**config.mk**
```make
export PLATFORM = sky130hd
export DESIGN_NAME = apb_reg_responder_flat
export DESIGN_NICKNAME = d
export VERILOG_FILES = /design/src/rtl/apb_reg_responder_if.sv /design/src/rtl/apb_reg_responder.sv /design/src/flat_wrapper.sv
export SDC_FILE = /design/constraint.sdc
export NUM_CORES = 1
export LEC_CHECK = 0
export ABC_AREA = 1
export CORE_ASPECT_RATIO = 0.9
export CORE_UTILIZATION = 30
export CTS_CLUSTER_DIAMETER = 40
export DETAILED_ROUTE_END_ITERATION = 16
export GPL_ROUTABILITY_DRIVEN = 0
export PLACE_DENSITY = 0.57
export SLEW_MARGIN = 10
export SYNTH_ARGS = -nofsm -noshare
export SYNTH_HDL_FRONTEND = slang
export SYNTH_SLANG_ARGS = --single-unit
```
**constraint.sdc**
```tcl
create_clock -name clock -period 2.2 [get_ports clock]
set_input_delay 0.33 -clock clock [delete_from_list [all_inputs] [get_ports clock]]
set_output_delay 0.33 -clock clock [all_outputs]
set_load 0.01 [all_outputs]
```
**src/rtl/apb_reg_responder_if.sv**
```systemverilog
// APB completer-side bus bundle for apb_reg_responder.
// Requester drives addr/ctrl/data; completer drives pready/prdata/pslverr.
interface apb_reg_responder_if;
  logic [31:0] in_paddr;
  logic        in_psel;
  logic        in_penable;
  logic [2:0]  in_pprot;
  logic        in_pwrite;
  logic [31:0] in_pwdata;
  logic [3:0]  in_pstrb;
  logic        in_pready;
  logic [31:0] in_prdata;
  logic        in_pslverr;

  modport master (
    output in_paddr, in_psel, in_penable,
    output in_pprot, in_pwrite, in_pwdata,
    output in_pstrb,
    input  in_pready, in_prdata, in_pslverr
  );

  modport slave (
    input  in_paddr, in_psel, in_penable,
    input  in_pprot, in_pwrite, in_pwdata,
    input  in_pstrb,
    output in_pready, in_prdata, in_pslverr
  );
endinterface

```
**src/rtl/apb_reg_responder.sv**
```systemverilog
// APB register responder: DEPTH storage words, WAIT_CFG, ACCESS_CNT.
// Ports: clock, reset (sync, active-high), bus (APB slave modport).
module apb_reg_responder #(
  parameter int WAIT  = 2,
  parameter int DEPTH = 16
) (
  input  logic                 clock,
  input  logic                 reset,
  apb_reg_responder_if.slave   bus
);
  localparam int AW = (DEPTH > 1) ? $clog2(DEPTH) : 1;

  typedef enum logic {IDLE, ACCESS} state_t;

  state_t      state, state_nx;
  logic [7:0]  cnt, cnt_nx;
  logic [31:0] mem [DEPTH];
  logic [7:0]  wait_cfg;
  logic [31:0] acc_cnt;

  logic [11:0]   off;
  logic [AW-1:0] widx;
  logic          is_mem, is_wcfg, is_acnt;
  logic          wr, err, done;
  logic [31:0]   rdata;

  logic unused;
  assign unused = ^{bus.in_paddr[31:12],
                    bus.in_pprot[2:1]};

  assign off  = bus.in_paddr[11:0];
  assign widx = off[AW+1:2];
  assign wr   = bus.in_pwrite;

  // Misaligned offsets fall through every decode and become errors.
  assign is_mem  = (off[1:0] == 2'b00) &&
                   (off[11:2] < 10'(DEPTH));
  assign is_wcfg = (off == 12'h100);
  assign is_acnt = (off == 12'h104);

  assign err = !(is_mem || is_wcfg || is_acnt)
             || (wr && is_acnt)
             || (wr && is_wcfg && !bus.in_pprot[0]);

  assign done = (state == ACCESS) && (cnt == 8'd0)
             && bus.in_psel && bus.in_penable
             && !reset;

  always_comb begin
    rdata = '0;
    unique case (1'b1)
      is_mem:  rdata = mem[widx];
      is_wcfg: rdata = {24'd0, wait_cfg};
      is_acnt: rdata = acc_cnt;
      default: rdata = '0;
    endcase
  end

  assign bus.in_pready  = done;
  assign bus.in_prdata  = (done && !err && !wr) ? rdata : '0;
  assign bus.in_pslverr = done && err;

  always_comb begin
    state_nx = state;
    cnt_nx   = cnt;
    case (state)
      IDLE: begin
        if (bus.in_psel && !bus.in_penable) begin
          state_nx = ACCESS;
          cnt_nx   = wait_cfg;
        end
      end
      ACCESS: begin
        if (bus.in_psel && bus.in_penable) begin
          if (cnt == 8'd0) state_nx = IDLE;
          else             cnt_nx   = cnt - 8'd1;
        end else begin
          state_nx = IDLE;
        end
      end
      default: state_nx = IDLE;
    endcase
  end

  always_ff @(posedge clock) begin
    if (reset) begin
      state    <= IDLE;
      cnt      <= '0;
      wait_cfg <= 8'(WAIT);
      acc_cnt  <= '0;
      mem      <= '{default: '0};
    end else begin
      state <= state_nx;
      cnt   <= cnt_nx;
      if (done) acc_cnt <= acc_cnt + 32'd1;
      if (done && wr && !err) begin
        if (is_mem) begin
          for (int k = 0; k < 4; k++)
            if (bus.in_pstrb[k])
              mem[widx][8*k +: 8] <=
                bus.in_pwdata[8*k +: 8];
        end
        if (is_wcfg && bus.in_pstrb[0])
          wait_cfg <= bus.in_pwdata[7:0];
      end
    end
  end
endmodule

```
**src/flat_wrapper.sv**
```systemverilog
// flat-port wrapper written by rule: the top's interface ports become plain ports
module apb_reg_responder_flat 
#(
  parameter int WAIT  = 2,
  parameter int DEPTH = 16
)
  (clock, reset, bus_in_paddr, bus_in_psel, bus_in_penable, bus_in_pprot, bus_in_pwrite, bus_in_pwdata, bus_in_pstrb, bus_in_pready, bus_in_prdata, bus_in_pslverr);
  apb_reg_responder_if bus_i ();
  input  logic clock;
  input  logic reset;
  input wire logic [$bits(bus_i.in_paddr)-1:0] bus_in_paddr;
  input wire logic [$bits(bus_i.in_psel)-1:0] bus_in_psel;
  input wire logic [$bits(bus_i.in_penable)-1:0] bus_in_penable;
  input wire logic [$bits(bus_i.in_pprot)-1:0] bus_in_pprot;
  input wire logic [$bits(bus_i.in_pwrite)-1:0] bus_in_pwrite;
  input wire logic [$bits(bus_i.in_pwdata)-1:0] bus_in_pwdata;
  input wire logic [$bits(bus_i.in_pstrb)-1:0] bus_in_pstrb;
  output wire logic [$bits(bus_i.in_pready)-1:0] bus_in_pready;
  output wire logic [$bits(bus_i.in_prdata)-1:0] bus_in_prdata;
  output wire logic [$bits(bus_i.in_pslverr)-1:0] bus_in_pslverr;
  assign bus_i.in_paddr = bus_in_paddr;
  assign bus_i.in_psel = bus_in_psel;
  assign bus_i.in_penable = bus_in_penable;
  assign bus_i.in_pprot = bus_in_pprot;
  assign bus_i.in_pwrite = bus_in_pwrite;
  assign bus_i.in_pwdata = bus_in_pwdata;
  assign bus_i.in_pstrb = bus_in_pstrb;
  assign bus_in_pready = bus_i.in_pready;
  assign bus_in_prdata = bus_i.in_prdata;
  assign bus_in_pslverr = bus_i.in_pslverr;
  apb_reg_responder #(.WAIT(WAIT), .DEPTH(DEPTH)) u_core (.clock(clock), .reset(reset), .bus(bus_i));
endmodule
```
==> results.py, run 1 <==
metrics = {
    "clock_network": {
        "hold_buffers": 0,
        "cts_tree": "built",
        "cts_max_path_buffers": 3,
        "cts.sinks": 561,
        "root_buffer": "clkbuf_16",
        "numCtsBuffers": 101,
        "clkTransAtPathRegs_ns": 0.05,
        "clock_latency_ns": 0.66,
        "htree_num_levels": 3,
    },
    "setup_path": {
        "cp_max_fo": 6,
        "critical_path_class": "flop to output port",
        "path_common_cell": "inv_2",
        "slowest_delay_ns": 0.48,
        "end_kind": "output port",
        "slowest_stage": "or3_4",
        "crit_required_ns": 1.87,
        "crit_path_start_kind": "flop",
        "arrival_ns": 2.79,
        "crit_chain": "inv_2 -> ha_4 -> inv_2 -> nor3_4 -> nand2_2 -> nor3_4 -> inv_2 -> or3_4 -> buf_12 -> buf_12 -> a21oi_4 -> buf_6",
    },
    "timing": {
        "worst_slack_ns": -0.9205,
        "setup_viol": 529,
        "hold_viol": 0,
        "hold_ws_ns": 0.05299,
        "rsz0062_at_grt": "yes",
        "max-slew-margin-rel": 0.2773,
        "slew_viol_final": 0,
        "max_freq_mhz": 320.5,
        "final.period_utilization": 1.418,
        "finClkSkew_ns": 0.02388,
        "worst_slew_pin_slew_ns": 1.084,
        "period_needed_ns": 3.121,
    },
    "cells_and_area": {
        "nets": 5279,
        "area_growth_pct": 34.88,
        "drive_above_1_share": 0.1937,
        "fin_area_mm2": 0.04244,
    },
    "yosys": {
        "ys_top_cells_by_count": "nand2_1 (1,073), inv_1 (869), dfxtp_1 (561), nand4_1 (541), nor2_1 (468)",
        "syn_inst": 4823,
        "async_flop_share": 0,
        "synth_edf_count": 0,
        "netlist_top_cells_area": "dfxtp_1 (36%), nand2_1 (13%), nand4_1 (11%)",
        "synth-main-ff-cell": "dfxtp_1",
        "yosysTopAreaCellShare": 0.3570,
        "ys_types": 48,
        "yosysMostFrequentCell": "nand2_1",
        "ys.warnings.count": 0,
        "ys_ff_latch": 561,
        "synth_nets": 4902,
        "seq_area_frac_synth": 0.3570,
        "yosysTopAreaCell": "dfxtp_1",
        "syn_area_mm2": 0.03146,
        "avgSynthCellArea_um2": 6.523,
    },
    "floorplanning": {
        "coreArea_mm2": 0.1038,
        "pin_count": 110,
        "num_rows": 112,
        "dieArea_mm2": 0.1062,
        "die_x_um": 343.4,
        "start_util": 0.3030,
        "die_height_um": 309.2,
    },
    "power": {
        "ir_drop_v": 0.0005333,
        "combPwrFrac": 0.086,
        "p_int_mw": 21.19,
        "p_leak_nw": 17.42,
        "switching_share": 0.2630,
        "clkPwrFrac": 0.560,
        "switching_power_mw": 7.559,
        "sequentialPowerShare": 0.354,
        "pwr_density_cell_mw_per_mm2": 677.4,
    },
    "outcome": {
        "failed_checks": "setup timing",
        "status": "finished with violations",
    },
    "placed_design": {
        "portBuffers": 87,
        "place_area_mm2": 0.03666,
        "dp_hpwl_mm": 79.17,
    },
    "drt": {
        "drt_iter0_markers": 3633,
        "drt-wirelength-per-cell_um": 18.80,
        "wl_mm": 125.1,
        "vias_per_cell": 5.090,
        "dr_total_vias": 33880,
        "drtPass1Iterations": 6,
        "drc": 0,
        "postRouteAntennaNets": 0,
    },
    "grt": {
        "grt_pass1_wl_mm": 184.0,
        "grt_pass1_vias": 30120,
        "grt_antenna_before_repair": 0,
        "grt_overflow": 0,
        "track_usage": 0.2222,
        "grt_max_degree": 166,
    },
    "run": {
        "maxCapViolCount": 0,
    },
    "min_path": {
        "min_path_type": "input pin to flop",
    },
}
==> cell usage in the layout, fill, tap and decap left out, drive strengths merged, types with 3 or more instances in the layout <==
master	instances
a211oi	4
a21oi	214
a31oi	6
a41oi	3
buf	552
bufinv	9
clkbuf	143
clkdlybuf4s50	50
clkinv	36
clkinvlp	13
dfxtp	561
ha	3
inv	906
nand2	1078
nand3	117
nand4	543
nor2	507
nor3	150
nor4	3
o2111ai	24
o21a	3
o21ai	131
o221ai	10
o22ai	193
xor2	15
==> flip-flops by register name (all words and copies together) (netlist names) <==
register / cells
u_core.cnt: 8
u_core.wait_cfg: 8
u_core.state: 1
u_core.acc_cnt: 32
u_core.mem: 512
==> power by group through the flow <==
stage,clock [mW],sequential (mW),combinational [mW]
final,16.1,10.2,2.48
after floorplan,0,10.4,1.20
after global placement,0,10.4,2.28
after CTS,16.2,10.2,2.37
after detailed placement,0,10.4,2.28
after global routing,16.7,10.2,2.60
==> critical path, delay by kind of cell (launching register included) <==
family	cells	cell delay, ns
adder cells (fa/ha/maj)	1	0.14
buffers and inverters	6	0.62
AO/OA/AOI/OAI	1	0.14
AND/OR/NAND/NOR	4	0.91
flip-flops	1	0.32
==> layer usage <==
metal  vias to the layer above  wire, um  track usage
met5                         -         0            0
li1                      16520         -            -
met4                         0      3439      0.07752
met2                      1462     54740       0.3361
met3                       212     10330      0.03352
met1                     15690     56620       0.3183
==> timing repair <==
item	4_1_cts	5_1_grt
pin swaps	28	81
cloned	12	22
setup buffers	56	55
resized for setup	218	146
setup endpoints to repair	480	562
==> final timing paths <==
| path | slack, ns | endpoint | cells after the start | from |
|---|---|---|---|---|
| min reg2reg | 0.46 | u_core.mem[441] | 2 | u_core.mem[441] |
| max | -0.92 | bus_in_prdata[11] | 12 | u_core.cnt[0] |
| min | 0.05 | u_core.mem[44] | 4 | bus_in_pstrb[1] |
| max reg2reg | -0.86 | u_core.mem[131] | 26 | u_core.cnt[0] |
==> cell families after synthesis <==
kind of cell    count (synthesis)  synth area share
fa+ha+maj                       3          0.001193
flops                         561            0.3570
simple gates                 2404            0.3721
xor+xnor                       15          0.004176
compound gates                593            0.1078
buf+inv                      1247            0.1577
==> metrics by stage <==
step           TNS (ns)  power [mW]    util  setup slack (ns)  std cells
2_1_floorplan    -4.308       11.59       -           -0.1482       4823
3_3_place_gp    -307.17       12.67  0.3531            -1.568       6335
3_5_place_dp    -312.19       12.67  0.3531            -1.558       6335
4_1_cts         -304.77       28.78  0.3955           -0.9283       6580
5_1_grt         -425.63       29.48  0.4086            -1.035       6655
6_report        -348.88       28.74  0.4087           -0.9205       6656
==> cell type report <==
class / instances / area (um2)
Antenna cell: 1 / 2.502
Timing Repair Buffer: 623 / 6797
Fill cell: 10550 / 61400
Clock inverter: 66 / 713.2
Sequential cell: 561 / 11230
Multi-Input combinational cell: 3015 / 15800
Tap cell: 1368 / 1712
Inverter: 898 / 3390
Clock buffer: 124 / 2786
(Power assumes the default switching activity.)
==> run 2: changes to the inputs <==
ABC_AREA = default   (was 1)
==> run 2 against run 1 <==
The flow still finishes with violations (setup timing). Synthesized area fell by 19%. Clock-buffer cell count fell by 9. Utilization rose by 0.94 points. Sequential share of layout area rose by 5.9 points. Worst setup slack improved by 0.52 ns. Critical path depth fell by 6. Power fell by 6.6%. Clock power fell by 6%. Fmax rose by 20%. Sequential cell count did not move. Cell count fell by 33%. Die area fell by 19%. Critical endpoint is now bus_in_prdata[0].
==> results.py, run 2 <==
metrics = {
    "outcome": {
        "status": "finished with violations",
        "failed_checks": "setup timing",
    },
    "timing": {
        "hold_viol": 0,
        "worst_slew_pin_slew_ns": 1.202,
        "hold_ws_ns": 0.07016,
        "finClkSkew_ns": 0.04046,
        "worst_slack_ns": -0.4034,
        "max-slew-margin-rel": 0.1984,
        "max_freq_mhz": 384.1,
        "setup_viol": 33,
        "period_needed_ns": 2.603,
        "final.period_utilization": 1.183,
        "rsz0062_at_grt": "yes",
        "slew_viol_final": 0,
    },
    "drt": {
        "dr_total_vias": 22710,
        "drt-wirelength-per-cell_um": 19.77,
        "drc": 0,
        "wl_mm": 87.51,
        "drt_iter0_markers": 2260,
        "postRouteAntennaNets": 0,
        "vias_per_cell": 5.130,
        "drtPass1Iterations": 8,
    },
    "placed_design": {
        "pre_cts_slack_ns": -1.099,
        "dp_hpwl_mm": 53.87,
        "place_area_mm2": 0.02955,
        "portBuffers": 87,
    },
    "yosys": {
        "synth_nets": 3054,
        "async_flop_share": 0,
        "ys.warnings.count": 0,
        "yosysMostFrequentCell": "nand2_1",
        "synth_edf_count": 0,
        "ys_types": 50,
        "yosysTopAreaCellShare": 0.4422,
        "netlist_top_cells_area": "dfxtp_1 (44%), nand2_1 (12%), mux2i_1 (8.6%)",
        "seq_area_frac_synth": 0.4422,
        "syn_inst": 2975,
        "synth-main-ff-cell": "dfxtp_1",
        "ys_ff_latch": 561,
        "yosysTopAreaCell": "dfxtp_1",
        "syn_area_mm2": 0.02540,
        "avgSynthCellArea_um2": 8.537,
        "ys_top_cells_by_count": "nand2_1 (815), dfxtp_1 (561), a21oi_1 (408), clkbuf_1 (229), mux2i_1 (217)",
    },
    "clock_network": {
        "htree_num_levels": 3,
        "clock_latency_ns": 0.66,
        "cts.sinks": 561,
        "cts_max_path_buffers": 3,
        "cts_tree": "built",
        "root_buffer": "clkbuf_16",
        "numCtsBuffers": 90,
        "clkTransAtPathRegs_ns": 0.05,
    },
    "cells_and_area": {
        "reg.largest.list": "u_core.mem (512), u_core.acc_cnt (32)",
        "multiInputGateArea_mm2": 0.01424,
        "drive_above_1_share": 0.2710,
        "fill_cells": 7995,
        "area_growth_pct": 36.95,
        "final_util": 0.4180,
        "nets": 3308,
        "largest_reg_flops": 512,
        "seqCellArea_mm2": 0.01126,
        "layout_common_cells": "nand2_1 (800), dfxtp_1 (540), a21oi_1 (364)",
        "layout_commonest_cell": "nand2_1",
        "fin_area_mm2": 0.03478,
        "regMostFlops": "u_core.mem",
    },
    "setup_path": {
        "slowest_delay_ns": 0.51,
        "slowest_stage": "mux4_2",
        "crit_family": "compound AO/OA/AOI/OAI gates",
        "cp_max_fo": 2,
        "r2r_cells": 11,
        "crit_path_start_kind": "flop",
        "crit_required_ns": 1.87,
        "crit_chain": "mux4_2 -> a22oi_2 -> a21oi_2 -> a221oi_2 -> nor2_2 -> buf_2",
        "r2r_end": "u_core.mem[393]",
        "crit_buf_inv": 1,
        "reg2reg_from": "u_core.cnt[1]",
        "rrSetupSlack_ns": 0.07,
        "end_kind": "output port",
        "arrival_ns": 2.27,
        "critical_path_class": "flop to output port",
    },
    "floorplanning": {
        "coreArea_mm2": 0.08320,
        "num_rows": 100,
        "dieArea_mm2": 0.08583,
        "start_util": 0.3052,
        "die_height_um": 278.0,
        "die_x_um": 308.7,
        "pin_count": 110,
    },
    "power": {
        "p_leak_nw": 13.02,
        "total_power_mw": 26.84,
        "pwr_density_cell_mw_per_mm2": 771.7,
        "ir_drop_v": 0.0006845,
    },
    "min_path": {
        "min_to": "u_core.state",
        "min_path_type": "input pin to flop",
        "min-delay-start": "reset",
        "min_delay_path_depth": 3,
    },
    "grt": {
        "grt_max_degree": 220,
        "grt_pass1_vias": 21690,
        "track_usage": 0.1972,
        "grt_overflow": 0,
        "grt_antenna_before_repair": 2,
        "grt_pass1_wl_mm": 131.4,
    },
    "run": {
        "maxCapViolCount": 0,
    },
}
==> run 2: changes by cell type after synthesis, moves of 77 or more <==
| cell | delta |
|---|---|
| a21oi_1 | +194 |
| a22oi_1 | +77 |
| inv_1 | -861 |
| mux2i_1 | +217 |
| mux4_2 | +85 |
| nand2_1 | -258 |
| nand4_1 | -502 |
| nor2_1 | -275 |
| nor3_1 | -141 |
| o21ai_0 | -117 |
| o22ai_1 | -192 |
==> run 2: how the worst max path moves through the flow <==
stage                                 from                end  slack [ns]  cells past startpoint
after floorplan           bus_in_paddr[11]    u_core.mem[191]       -0.08                      7
after global placement     bus_in_paddr[5]  bus_in_prdata[11]       -1.03                      8
after detailed placement   bus_in_paddr[5]  bus_in_prdata[11]       -1.10                      8
after CTS                  u_core.mem[388]   bus_in_prdata[4]       -0.41                      6
after global routing       u_core.mem[292]   bus_in_prdata[4]       -0.46                      6
final                      u_core.mem[416]   bus_in_prdata[0]       -0.40                      6
==> run 2: logic make-up (layout without fill, tap and decap cells) <==
kind of cell	count (synthesis)	count (layout)	synth area share
AND/OR/NAND/NOR	1250	1250	0.2207
flip-flops	561	561	0.4422
AO/OA/AOI/OAI	545	545	0.1193
multiplexers	305	305	0.1622
buffers and inverters	280	608	0.04350
XOR/XNOR	31	31	0.01069
adder cells (fa/ha/maj)	3	3	0.001478
other	0	2	0
==> run 2: cell type report <==
cell class	instances	share of cell area
antenna	2	0.0001439
clock buffer	115	0.07177
clock inverter	51	0.02241
inverter	8	0.0008633
multi-input combinational	2134	0.4094
sequential	561	0.3236
tap	1122	0.04036
timing repair buffer	434	0.1314
==> run 2: repair_timing <==
action                     4_1_cts  5_1_grt
buffers inserted                26       15
pin swaps                       55       56
gates cloned                    10        6
setup endpoints to repair      313      446
hold buffers                     0        0
gates resized for setup        317      150
==> run 2: worst min-delay path, cell delays in order <==
cell and delay (ns):
buf_8 0.07, buf_4 0.19, nor2_1 0.06
==> run 2: power breakdown <==
part           switching [mW]  internal (mW)
Combinational           0.941          0.593
Sequential            0.00440           10.2
Clock                    5.47           9.66
==> run 2: per-stage QoR <==
| step | instances | setup TNS, ns |
|---|---|---|
| after floorplan | 2975 | -6.329 |
| after global placement | 4211 | -333.95 |
| after detailed placement | 4211 | -333.82 |
| after CTS | 4409 | -10.76 |
| after global routing | 4425 | -10.70 |
| final | 4427 | -9.300 |
==> run 2: routing by layer <==
| layer | global-route usage | vias to the layer above | part of all wire |
|---|---|---|---|
| met5 | 0 | - | 0.000091 |
| met4 | 0.05983 | 2 | 0.020 |
| met3 | 0.04135 | 121 | 0.073 |
| met2 | 0.3006 | 766 | 0.45 |
| met1 | 0.2773 | 11030 | 0.46 |
| li1 | - | 10790 | - |
